### src/rtl/data_mem_arbiter.sv
// ============================================================================
// data_mem_arbiter
// Two-port round-robin arbiter in front of a single-port, word-addressed data
// memory with a registered read. Port 0 is the CPU load/store path, port 1 the
// loader/debug path. Out-of-range word addresses are answered with an error
// instead of being forwarded to the memory.
// Revision: 1.0
// ============================================================================
`default_nettype none

module data_mem_arbiter #(
    parameter int unsigned    DW       = 32,
    parameter int unsigned    AW       = 32,
    parameter logic [AW-1:0]  MAX_ADDR = 32'h1FFFF
) (
    input  logic          clk,
    input  logic          rst_n,
    // Port 0: CPU load/store
    input  logic          req0,
    input  logic          we0,
    input  logic [AW-1:0] addr0,
    input  logic [DW-1:0] wdata0,
    output logic          gnt0,
    output logic          rvalid0,
    output logic [DW-1:0] rdata0,
    output logic          err0,
    // Port 1: loader/debug
    input  logic          req1,
    input  logic          we1,
    input  logic [AW-1:0] addr1,
    input  logic [DW-1:0] wdata1,
    output logic          gnt1,
    output logic          rvalid1,
    output logic [DW-1:0] rdata1,
    output logic          err1,
    // Memory side
    output logic [AW-1:0] mem_a,
    output logic          mem_we,
    output logic [DW-1:0] mem_wd,
    input  logic [DW-1:0] mem_rd
);

    typedef enum logic [0:0] {
        IDLE    = 1'b0,
        RD_WAIT = 1'b1
    } state_t;

    state_t state;
    logic   last_gnt;   // port granted most recently; the other wins a tie
    logic   owner;      // port that owns the outstanding read
    logic   err_q;      // outstanding read was out of range

    logic          sel;
    logic          grant;
    logic          rsp;
    logic          we_w;
    logic          range_err;
    logic [AW-1:0] addr_w;
    logic [DW-1:0] wdata_w;

    // Winner selection and memory request mux; outputs are gated by reset so
    // everything drops to zero the moment rst_n goes low.
    always_comb begin
        sel       = (req0 && req1) ? ~last_gnt : req1;
        addr_w    = sel ? addr1  : addr0;
        wdata_w   = sel ? wdata1 : wdata0;
        we_w      = sel ? we1    : we0;
        range_err = (addr_w > MAX_ADDR);
        grant     = rst_n && (state == IDLE) && (req0 || req1);
        rsp       = rst_n && (state == RD_WAIT);

        gnt0      = grant && !sel;
        gnt1      = grant &&  sel;
        mem_a     = grant ? addr_w  : '0;
        mem_wd    = grant ? wdata_w : '0;
        mem_we    = grant && we_w && !range_err;

        rvalid0   = rsp && !owner;
        rvalid1   = rsp &&  owner;
        rdata0    = (rvalid0 && !err_q) ? mem_rd : '0;
        rdata1    = (rvalid1 && !err_q) ? mem_rd : '0;
        // Writes flag the error with the grant, reads with the response
        err0      = (gnt0 && we_w && range_err) || (rvalid0 && err_q);
        err1      = (gnt1 && we_w && range_err) || (rvalid1 && err_q);
    end

    // Arbitration state: round-robin pointer and the one-cycle read wait
    always_ff @(posedge clk or negedge rst_n) begin
        if (!rst_n) begin
            state    <= IDLE;
            last_gnt <= 1'b1;
            owner    <= 1'b0;
            err_q    <= 1'b0;
        end else begin
            case (state)
                IDLE: begin
                    if (grant) begin
                        last_gnt <= sel;
                        if (!we_w) begin
                            owner <= sel;
                            err_q <= range_err;
                            state <= RD_WAIT;
                        end
                    end
                end
                RD_WAIT: begin
                    err_q <= 1'b0;
                    state <= IDLE;
                end
                default: state <= IDLE;
            endcase
        end
    end

endmodule

`default_nettype wire

### config.mk
export PLATFORM = sky130hd
export DESIGN_NAME = data_mem_arbiter
export DESIGN_NICKNAME = d
export VERILOG_FILES = /design/src/rtl/data_mem_arbiter.sv
export SDC_FILE = /design/constraint.sdc
export NUM_CORES = 1
export LEC_CHECK = 0
export BUFFER_PORTS_ARGS = -buffer_cell sky130_fd_sc_hd__buf_2
export CORE_AREA = 10 10 108 110
export CTS_BUF_LIST = sky130_fd_sc_hd__clkbuf_8 sky130_fd_sc_hd__clkbuf_16
export CTS_CLUSTER_SIZE = 16
export DETAILED_ROUTE_END_ITERATION = 12
export DIE_AREA = 0 0 118 120
export PLACE_DENSITY = 0.55
export SLEW_MARGIN = 15
export SYNTH_ARGS = -nofsm -noshare
export SYNTH_HDL_FRONTEND = slang
export SYNTH_SLANG_ARGS = --single-unit
### constraint.sdc
create_clock -name clk -period 4.1 [get_ports clk]
set_clock_uncertainty 0.1 [all_clocks]
set_input_delay 0.41 -clock clk [delete_from_list [all_inputs] [get_ports clk]]
set_output_delay 0.41 -clock clk [all_outputs]
set_load 0.05 [all_outputs]
# Yosys cells after proc, flatten, opt, wreduce, memory -nomap -nowiden
# Cells that the tools add are included.
# op_classes
n_bitwise	3
n_reduce_logical	28
order_cmp	1
n_eq_ne	2
muxes	14
# ops
op	count
32-bit two-way mux	6
32-bit by 17-bit > comparator with 1-bit output (second input constant)	1
1-bit logical AND	18
1-bit two-way mux	6
1-bit zero test	4
2-bit != test (second input constant)	2
1-bit one-hot mux with 2 select lines	2
2-bit AND reduction	2
1-bit logical OR	3
1-bit inverter	3
3-bit AND reduction	1
# totals
out_inout_bits	135
register_bits	4
input_bits	166
elab_cells	52

# Logic depth before layout (Yosys ltp)
# Gate-level depths: netlist of run 1.
# depth
word_depth	7
depth_mapped	5
ltp_nobuf	5

# Least setup slack after synthesis of run 1
# Ideal clock, no wire load.
# synth_path
path_kind	flip-flop to output port
from	register last_gnt
to	output mem_a[21]
setup_slack_ns	1.709
t_arrival_ns	1.881
path_buffers	2
stages_incl_launch_ff	6
required_ns	3.590
path_cell_list	dfstp_2 a21bo_1 buf_2 buf_2 nand2_1 a21oi_1
# synth_via
elab_chain_cells	4
# synth_rtl
element	line	rtl
start: declaration	49	logic last_gnt;
start signal: assignment	98	last_gnt <= sel;
1-bit inverter	64	sel = (req0 && req1) ? ~last_gnt : req1;
1-bit two-way mux	64	
32-bit two-way mux	65	addr_w = sel ? addr1 : addr0;
32-bit two-way mux	74	mem_a = grant ? addr_w : '0;
end: declaration	37	output logic [AW-1:0] mem_a,
# Every way passes these cells.

# Worst setup path after layout of run 1
# layout_path
from	input rst_n
to	output mem_we
# layout_via
elab_chain_cells	4
# layout_rtl
element	line	rtl
start: declaration	17	input logic rst_n,
1-bit logical AND (2 in a row)	69	grant = rst_n && (state == IDLE) && (req0 || req1);
1-bit logical AND (2 in a row)	76	mem_we = grant && we_w && !range_err;
end: declaration	38	output logic mem_we,
# Every way passes these cells.

==> results of run 1 <==
## layout make-up
type / instances / share of cell area [%]
multi-input combinational: 195 / 40.5
sequential: 4 / 3.23
timing repair buffer: 304 / 48.9
clock buffer: 3 / 1.32
antenna: 1 / 0.0797
clock inverter: 1 / 0.120
inverter: 5 / 0.598
tap: 133 / 5.30
## metal layers
metal  vias to the layer above  global-route usage (%)
met5                         -                       0
met4                         0                    4.17
met3                        14                    4.50
met2                       163                    26.3
met1                      1353                    15.2
li1                       1414                       -
## through the flow
step / power (µW) / hold WS, ns
3_3_place_gp: 581 / 0.133
2_1_floorplan: 421 / 0.0144
3_5_place_dp: 585 / 0.134
6_report: 671 / 0.425
5_1_grt: 710 / 0.463
4_1_cts: 677 / 0.419
## final timing paths
path | end | slack, ns
worst max-delay path | mem_we | 0.77
worst min-delay path | state | 0.43
worst max register to register | owner | 2.30
worst min register to register | last_gnt | 0.44
max in group asynchronous | last_gnt | 3.21
min in group asynchronous | owner | 0.47
## power by group
group          total (µW)  switching (µW)  internal (µW)
Combinational         526             371            154
Sequential           58.0            9.66           48.4
Clock                87.4            23.3           64.1
Total                 671             404            267
## state kept, by name, summed over array words and instances, names as in the netlist
register  count
owner         1
last_gnt      1
err_q         1
state         1
## timing repair
item,CTS,global route
setup endpoints to repair,0,0
hold buffers,1,0
hold endpoints to repair,3,0
## kinds of logic (layout without fill, tap and decap cells)
group                  after synthesis  in the layout  synth area share [%]
other                                0              1                     0
flip-flops                           4              4                  6.61
buffers and inverters               30            313                  10.9
AO/OA/AOI/OAI                       75             75                  39.4
AND/OR/NAND/NOR                    118            118                  41.8
multiplexers                         2              2                  1.31
## synthesized netlist by cell type
cell type and number:
nor2b_1 1, a21boi_4 1, a22o_1 50, a32o_1 1
nand2b_1 2, nand3_1 1, inv_1 4, nor3_1 3
mux2i_1 2, dfstp_2 1, nor2_1 2, o211ai_2 1
inv_2 1, o21a_1 1, and3_1 33, buf_6 6
o32a_1 1, a21o_1 1, dfrtp_1 3, a21bo_1 1
and2_1 33, clkbuf_1 11, a21oi_1 16, o21ai_1 2
nand4_1 2, nor4_1 6, buf_2 8, nand2_1 35
## worst max-delay path: cells and delay by family
kind	cells	cell delay [ns]
AOI/OAI and AO/OA	1	0.17
buffers and inverters	4	1.62
and+or+nand+nor	3	0.60
==> metrics.csv, run 1 <==
stage,metric,value,unit
clock_tree,clock_path_buffers,2,
timing,fmax,300,MHz
worst_hold_path,min_path_type,input port to flop,
clock_tree,clock_latency,0.22,ns
place,place_area,3080,µm²
setup_path,reg2reg_from,last_gnt,
setup_path,worstSetupEndpointType,output port,
routing,routed.top_layer,met4,
place,placed_cells,640,
pwr,leakage,0.00214,µW
clock_tree,cts_tree,done,
global_route,grt_max_degree,53,
layout,postLayoutCoreUtil,32.9,%
place,dp_hpwl,9990,µm
layout,drive_gt1_share,60.7,%
die,io_pins,301,
setup_path,cp_max_fo,51,
layout,syn_to_final_growth,105,%
timing,rsz0062_at_grt,false,
pwr,peakVddDrop,98.2,µV
logic_synthesis,ys_warn_count,0,
logic_synthesis,synth_area_per_cell,6.70,µm²
routing,dr_wl_met3,913,µm
timing,postLayoutSetupSlackWorst,0.771,ns
setup_path,critPathArrivalTime,2.82,ns
setup_path,crit_top_cell,buf_2,
global_route,grt_pass1_vias,2890,
logic_synthesis,synth_seq_cells,4,
timing,maxSlewHeadroom,38.3,%
layout,final_common_cell,buf_2,
clock_tree,clockRootBuffer,clkbuf_8,
global_route,grt_overflow_total,0,
die,rows,36,
worst_hold_path,hold_depth,4,
setup_path,cp_cell_sequence,dlygate4sd3_1 -> buf_2 -> nor2b_1 -> nand3_1 -> inv_2 -> nand2_1 -> a21oi_1 -> buf_2,
global_route,grt_antenna_before_repair,1,
status,status,"finished, final reports clean",
routing,wl_met1,4220,µm
worst_hold_path,min_from,we0,
routing,met2_length,6080,µm
setup_path,cp-startpoint,rst_n,
place,io_buffers,300,
routing,vias_per_cell,4.56,
place,gp_congestion,0.881,
layout,multi_input_area,1270,µm²
logic_synthesis,synth_fp_nets,395,
routing,vias,2944,
routing,drc,0,
timing,worst_pin_slew,0.925,ns
logic_synthesis,yosys.area.top_type,a22o_1,
die,dieArea,14200,µm²
die,start_util,16.1,%
global_route,grt_pass1_wl,16800,µm
clock_tree,cts.reportedPaths.clkPinSlew,0.03,ns
timing,setup_viol,0,
routing,wl_per_cell,17.7,µm
layout,fillCellCount,1077,
layout,final_cells,646,
timing,totalNegativeSetupSlack,0,ns
timing,hold_viol_final,0,
layout,final_area,3140,µm²
routing,drt_first_pass_iters,5,
routing,first_iter_violations,147,
logic_synthesis,synth_cell_types,28,
place,dp_slack,1.34,ns
timing,slew_violations,0,
logic_synthesis,synth_area,1530,µm²
clock_tree,ctsResizeCount,0,
logic_synthesis,synth_area_leaders,"a22o_1 (29%), and2_1 (13%), and3_1 (13%), nand2_1 (8.6%), a21oi_1 (5.2%)",
clock_tree,cts_num_sinks,4,
job,cap_violations,0,
setup_path,start_kind,input port,
pwr,powerDensity,214,nW/µm²
layout,finish.net_count,679,
setup_path,slowest_stage,inv_2,
layout,seq_area,101,µm²
setup_path,required,3.59,ns
setup_path,critical_path_class,input port to output port,
setup_path,cpPeakStageDelay,0.62,ns
die,die_height,120,µm
global_route,grt_usage,14.2,%
logic_synthesis,synth_top_area_share,28.5,%
routing,wl,11400,µm
die,coreArea,9550,µm²
clock_tree,ctsHtreeMaxLevel,1,
clock_tree,postCtsSetupBuffers,0,
die,fp.dieW,118,µm
logic_synthesis,ys_seq_area_share,6.61,%
setup_path,r2r_cells,4,
timing,min_period_over_period,81.2,%
layout,final_cell_mix,"buf_2 (300), a22o_1 (50), nand2_1 (35)",
routing,ant_nets,0,
logic_synthesis,netlist_instances,229,
timing,finalCriticalPeriod,3.33,ns
clock_tree,numCtsBuffers,3,
Power figures use the tool's default switching activity.
==> run 2, diff against run 1 <==
--- a/config.mk
+++ b/config.mk
@@ -6,12 +6,12 @@
 export NUM_CORES = 1
 export LEC_CHECK = 0
 export BUFFER_PORTS_ARGS = -buffer_cell sky130_fd_sc_hd__buf_2
-export CORE_AREA = 10 10 108 110
+export CORE_AREA = 10 10 109 111
 export CTS_BUF_LIST = sky130_fd_sc_hd__clkbuf_8 sky130_fd_sc_hd__clkbuf_16
 export CTS_CLUSTER_SIZE = 16
 export DETAILED_ROUTE_END_ITERATION = 12
-export DIE_AREA = 0 0 118 120
-export PLACE_DENSITY = 0.55
+export DIE_AREA = 0 0 119 121
+export PLACE_DENSITY = 0.56
 export SLEW_MARGIN = 15
 export SYNTH_ARGS = -nofsm -noshare
 export SYNTH_HDL_FRONTEND = slang
==> constraint.sdc (replaced) <==
create_clock -name clk -period 2.9 [get_ports clk]
set_clock_uncertainty 0.1 [all_clocks]
set_input_delay 0.29 -clock clk [delete_from_list [all_inputs] [get_ports clk]]
set_output_delay 0.29 -clock clk [all_outputs]
set_load 0.05 [all_outputs]
==> run 2 against run 1 <==
Compared with the run above: sequential cell count unchanged; critical path depth unchanged; combinational power up 43%; final area up 1.3%; via count down 0.75%; wire length up 1.4%; non-clock buffer count up 2; hold slack worse by 0.14 ns; sequential power up 43%; first-iteration DRC count up 11%.
==> metrics.csv, run 2 (synthesis results as in run 1) <==
stage,metric,value,unit,change
timing,rsz0062_at_grt,false,,unchanged
global_route,grt_pass1_wl,16600,µm,was 16800 µm
die,coreArea,9640,µm²,was 9550 µm²
pwr,switchingPower,577,µW,was 404 µW
setup_path,worstSetupEndpointType,output port,,unchanged
routing,met2_length,6150,µm,was 6080 µm
clock_tree,cts_num_sinks,4,,unchanged
clock_tree,cts.reportedPaths.clkPinSlew,0.04,ns,was 0.03 ns
routing,wl_per_cell,17.9,µm,was 17.7 µm
place,io_buffers,300,,unchanged
routing,ant_nets,0,,unchanged
global_route,grt_usage,13.9,%,was 14.2%
die,rows,36,,unchanged
timing,hold_viol_final,0,,unchanged
job,cap_violations,0,,unchanged
global_route,grt_antenna_before_repair,0,,was 1
routing,vias_per_cell,4.52,,was 4.56
setup_path,critical-path-top-delay-family,buffers and inverters,,unchanged
routing,wl_met1,4290,µm,was 4220 µm
routing,wl,11600,µm,was 11400 µm
pwr,leakage,0.00216,µW,was 0.00214 µW
layout,final_cell_mix,"buf_2 (300), a22o_1 (50), nand2_1 (35)",,unchanged
timing,min_period_over_period,94.0,%,
timing,finalCriticalPeriod,2.72,ns,
place,placed_cells,641,,was 640
layout,fillCellCount,1088,,was 1077
setup_path,cp_cell_sequence,dlygate4sd3_1 -> buf_2 -> nor2b_1 -> nand3_1 -> inv_2 -> buf_8 -> a22o_1 -> buf_2,,was dlygate4sd3_1 -> buf_2 -> nor2b_1 -> nand3_1 -> inv_2 -> nand2_1 -> a21oi_1 -> buf_2
setup_path,slowest_stage,dlygate4sd3_1,,was inv_2
die,start_util,15.9,%,was 16.1%
setup_path,start_kind,input port,,unchanged
layout,diodes,0,,was 1
status,status,"finished, final reports clean",,unchanged
routing,drc,0,,unchanged
timing,fmax,367,MHz,
worst_hold_path,min_path_type,input port to flop,,unchanged
die,dieArea,14400,µm²,was 14200 µm²
global_route,grt_overflow_total,0,,unchanged
die,io_pins,301,,unchanged
clock_tree,postCtsSetupBuffers,0,,unchanged
timing,worst_pin_slew,0.696,ns,was 0.925 ns
setup_path,path_buf_inv,5,,was 4
layout,syn_to_final_growth,107,%,was 105%
layout,final_cells,647,,was 646
timing,totalNegativeSetupSlack,0,ns,unchanged
layout,drive_gt1_share,61.1,%,was 60.7%
clock_tree,numCtsBuffers,3,,unchanged
layout,finish.net_count,681,,was 679
pwr,peakVddDrop,141,µV,was 98.2 µV
timing,slew_violations,0,,unchanged
routing,routed.top_layer,met4,,unchanged
place,gp_congestion,0.793,,was 0.881
pwr,powerDensity,302,nW/µm²,was 214 nW/µm²
die,fp.dieW,119,µm,was 118 µm
clock_tree,ctsHtreeMaxLevel,1,,unchanged
die,die_height,121,µm,was 120 µm
timing,maxSlewHeadroom,53.6,%,was 38.3%
pwr,share_seq_of_total_power,8.6,%,about the same
clock_tree,clock_path_buffers,2,,unchanged
setup_path,crit_top_cell,buf_2,,unchanged
clock_tree,clockRootBuffer,clkbuf_8,,unchanged
routing,first_iter_violations,163,,was 147
pwr,power.share.combinational,78.3,%,about the same
pwr,swShare,60.1,%,was 60.2%
clock_tree,cts_tree,done,,unchanged
setup_path,cpPeakStageDelay,0.55,ns,was 0.62 ns
routing,dr_wl_met3,997,µm,was 913 µm
setup_path,cp_max_fo,50,,was 51
setup_path,critical_path_class,input port to output port,,unchanged
setup_path,required,2.51,ns,was 3.59 ns
routing,vias,2922,,was 2944
place,dp_hpwl,10000,µm,was 9990 µm
global_route,grt_pass1_vias,3034,,was 2890
pwr,pwr-share-clk,13.1,%,was 13.0%
pwr,p_int,383,µW,was 267 µW
routing,drt_first_pass_iters,6,,was 5
setup_path,critPathArrivalTime,2.33,ns,was 2.82 ns
timing,setup_viol,0,,unchanged
global_route,grt_max_degree,51,,was 53
layout,final_common_cell,buf_2,,unchanged
clock_tree,clock_latency,0.22,ns,about the same
## run 2: worst reg2reg max path: stages, from the launching register on
cell and delay, ns:
dfstp_2 0.57, a21bo_1 0.51, mux2i_1 0.32, mux2i_1 0.10
## run 2: per-layer routing
layer	GRT usage [%]	vias to the layer above
met1	14.8	1328
met4	3.28	0
met3	4.51	10
li1	-	1413
met5	0	-
met2	25.8	171
## run 2: worst paths after layout
path	start	end	slack, ns	cells after the start
worst max-delay path	rst_n	mem_a[15]	0.18	8
worst min-delay path	we0	state	0.28	4
worst max register to register	last_gnt	err_q	1.18	3
worst min register to register	last_gnt	last_gnt	0.44	1
max in group asynchronous	rst_n	owner	1.58	3
min in group asynchronous	rst_n	last_gnt	0.54	2
## run 2: final cells by class
| type | count | area, µm² | share of cell area (%) |
|---|---|---|---|
| clock buffers | 3 | 41.3 | 1.30 |
| clock inverters | 1 | 3.75 | 0.118 |
| inverters | 5 | 18.8 | 0.591 |
| multi-input cells | 195 | 1270 | 40.1 |
| flip-flops and latches | 4 | 101 | 3.19 |
| well taps | 133 | 166 | 5.24 |
| repair buffers | 306 | 1570 | 49.4 |
## run 2: through the flow
stage          power, µW  setup WS [ns]  utilization (%)  instance area (µm²)  hold WS [ns]
5_1_grt             1010         0.0178             33.0                 3180         0.323
4_1_cts              964        0.00771             32.9                 3170         0.286
3_5_place_dp         831          0.574             32.2                 3100        0.0255
2_1_floorplan        595          0.629                -                 1530        -0.106
6_report             960          0.175             33.0                 3180         0.284
3_3_place_gp         824          0.607             32.2                 3100        0.0189
## run 2: power groups by stage
stage          clock network, µW  registers, µW  logic, µW
4_1_cts                      129           82.5        752
2_1_floorplan                  0           78.4        516
5_1_grt                      135           84.3        796
6_report                     125           82.7        752
3_3_place_gp                   0           82.9        741
3_5_place_dp                   0           83.0        748
## run 2: repair_timing
| action | in CTS | in global routing |
|---|---|---|
| resized for setup | 0 | 3 |
| endpoints found under the hold margin | 3 | 0 |
| endpoints found under the setup margin | 0 | 49 |
| hold buffers | 2 | 0 |
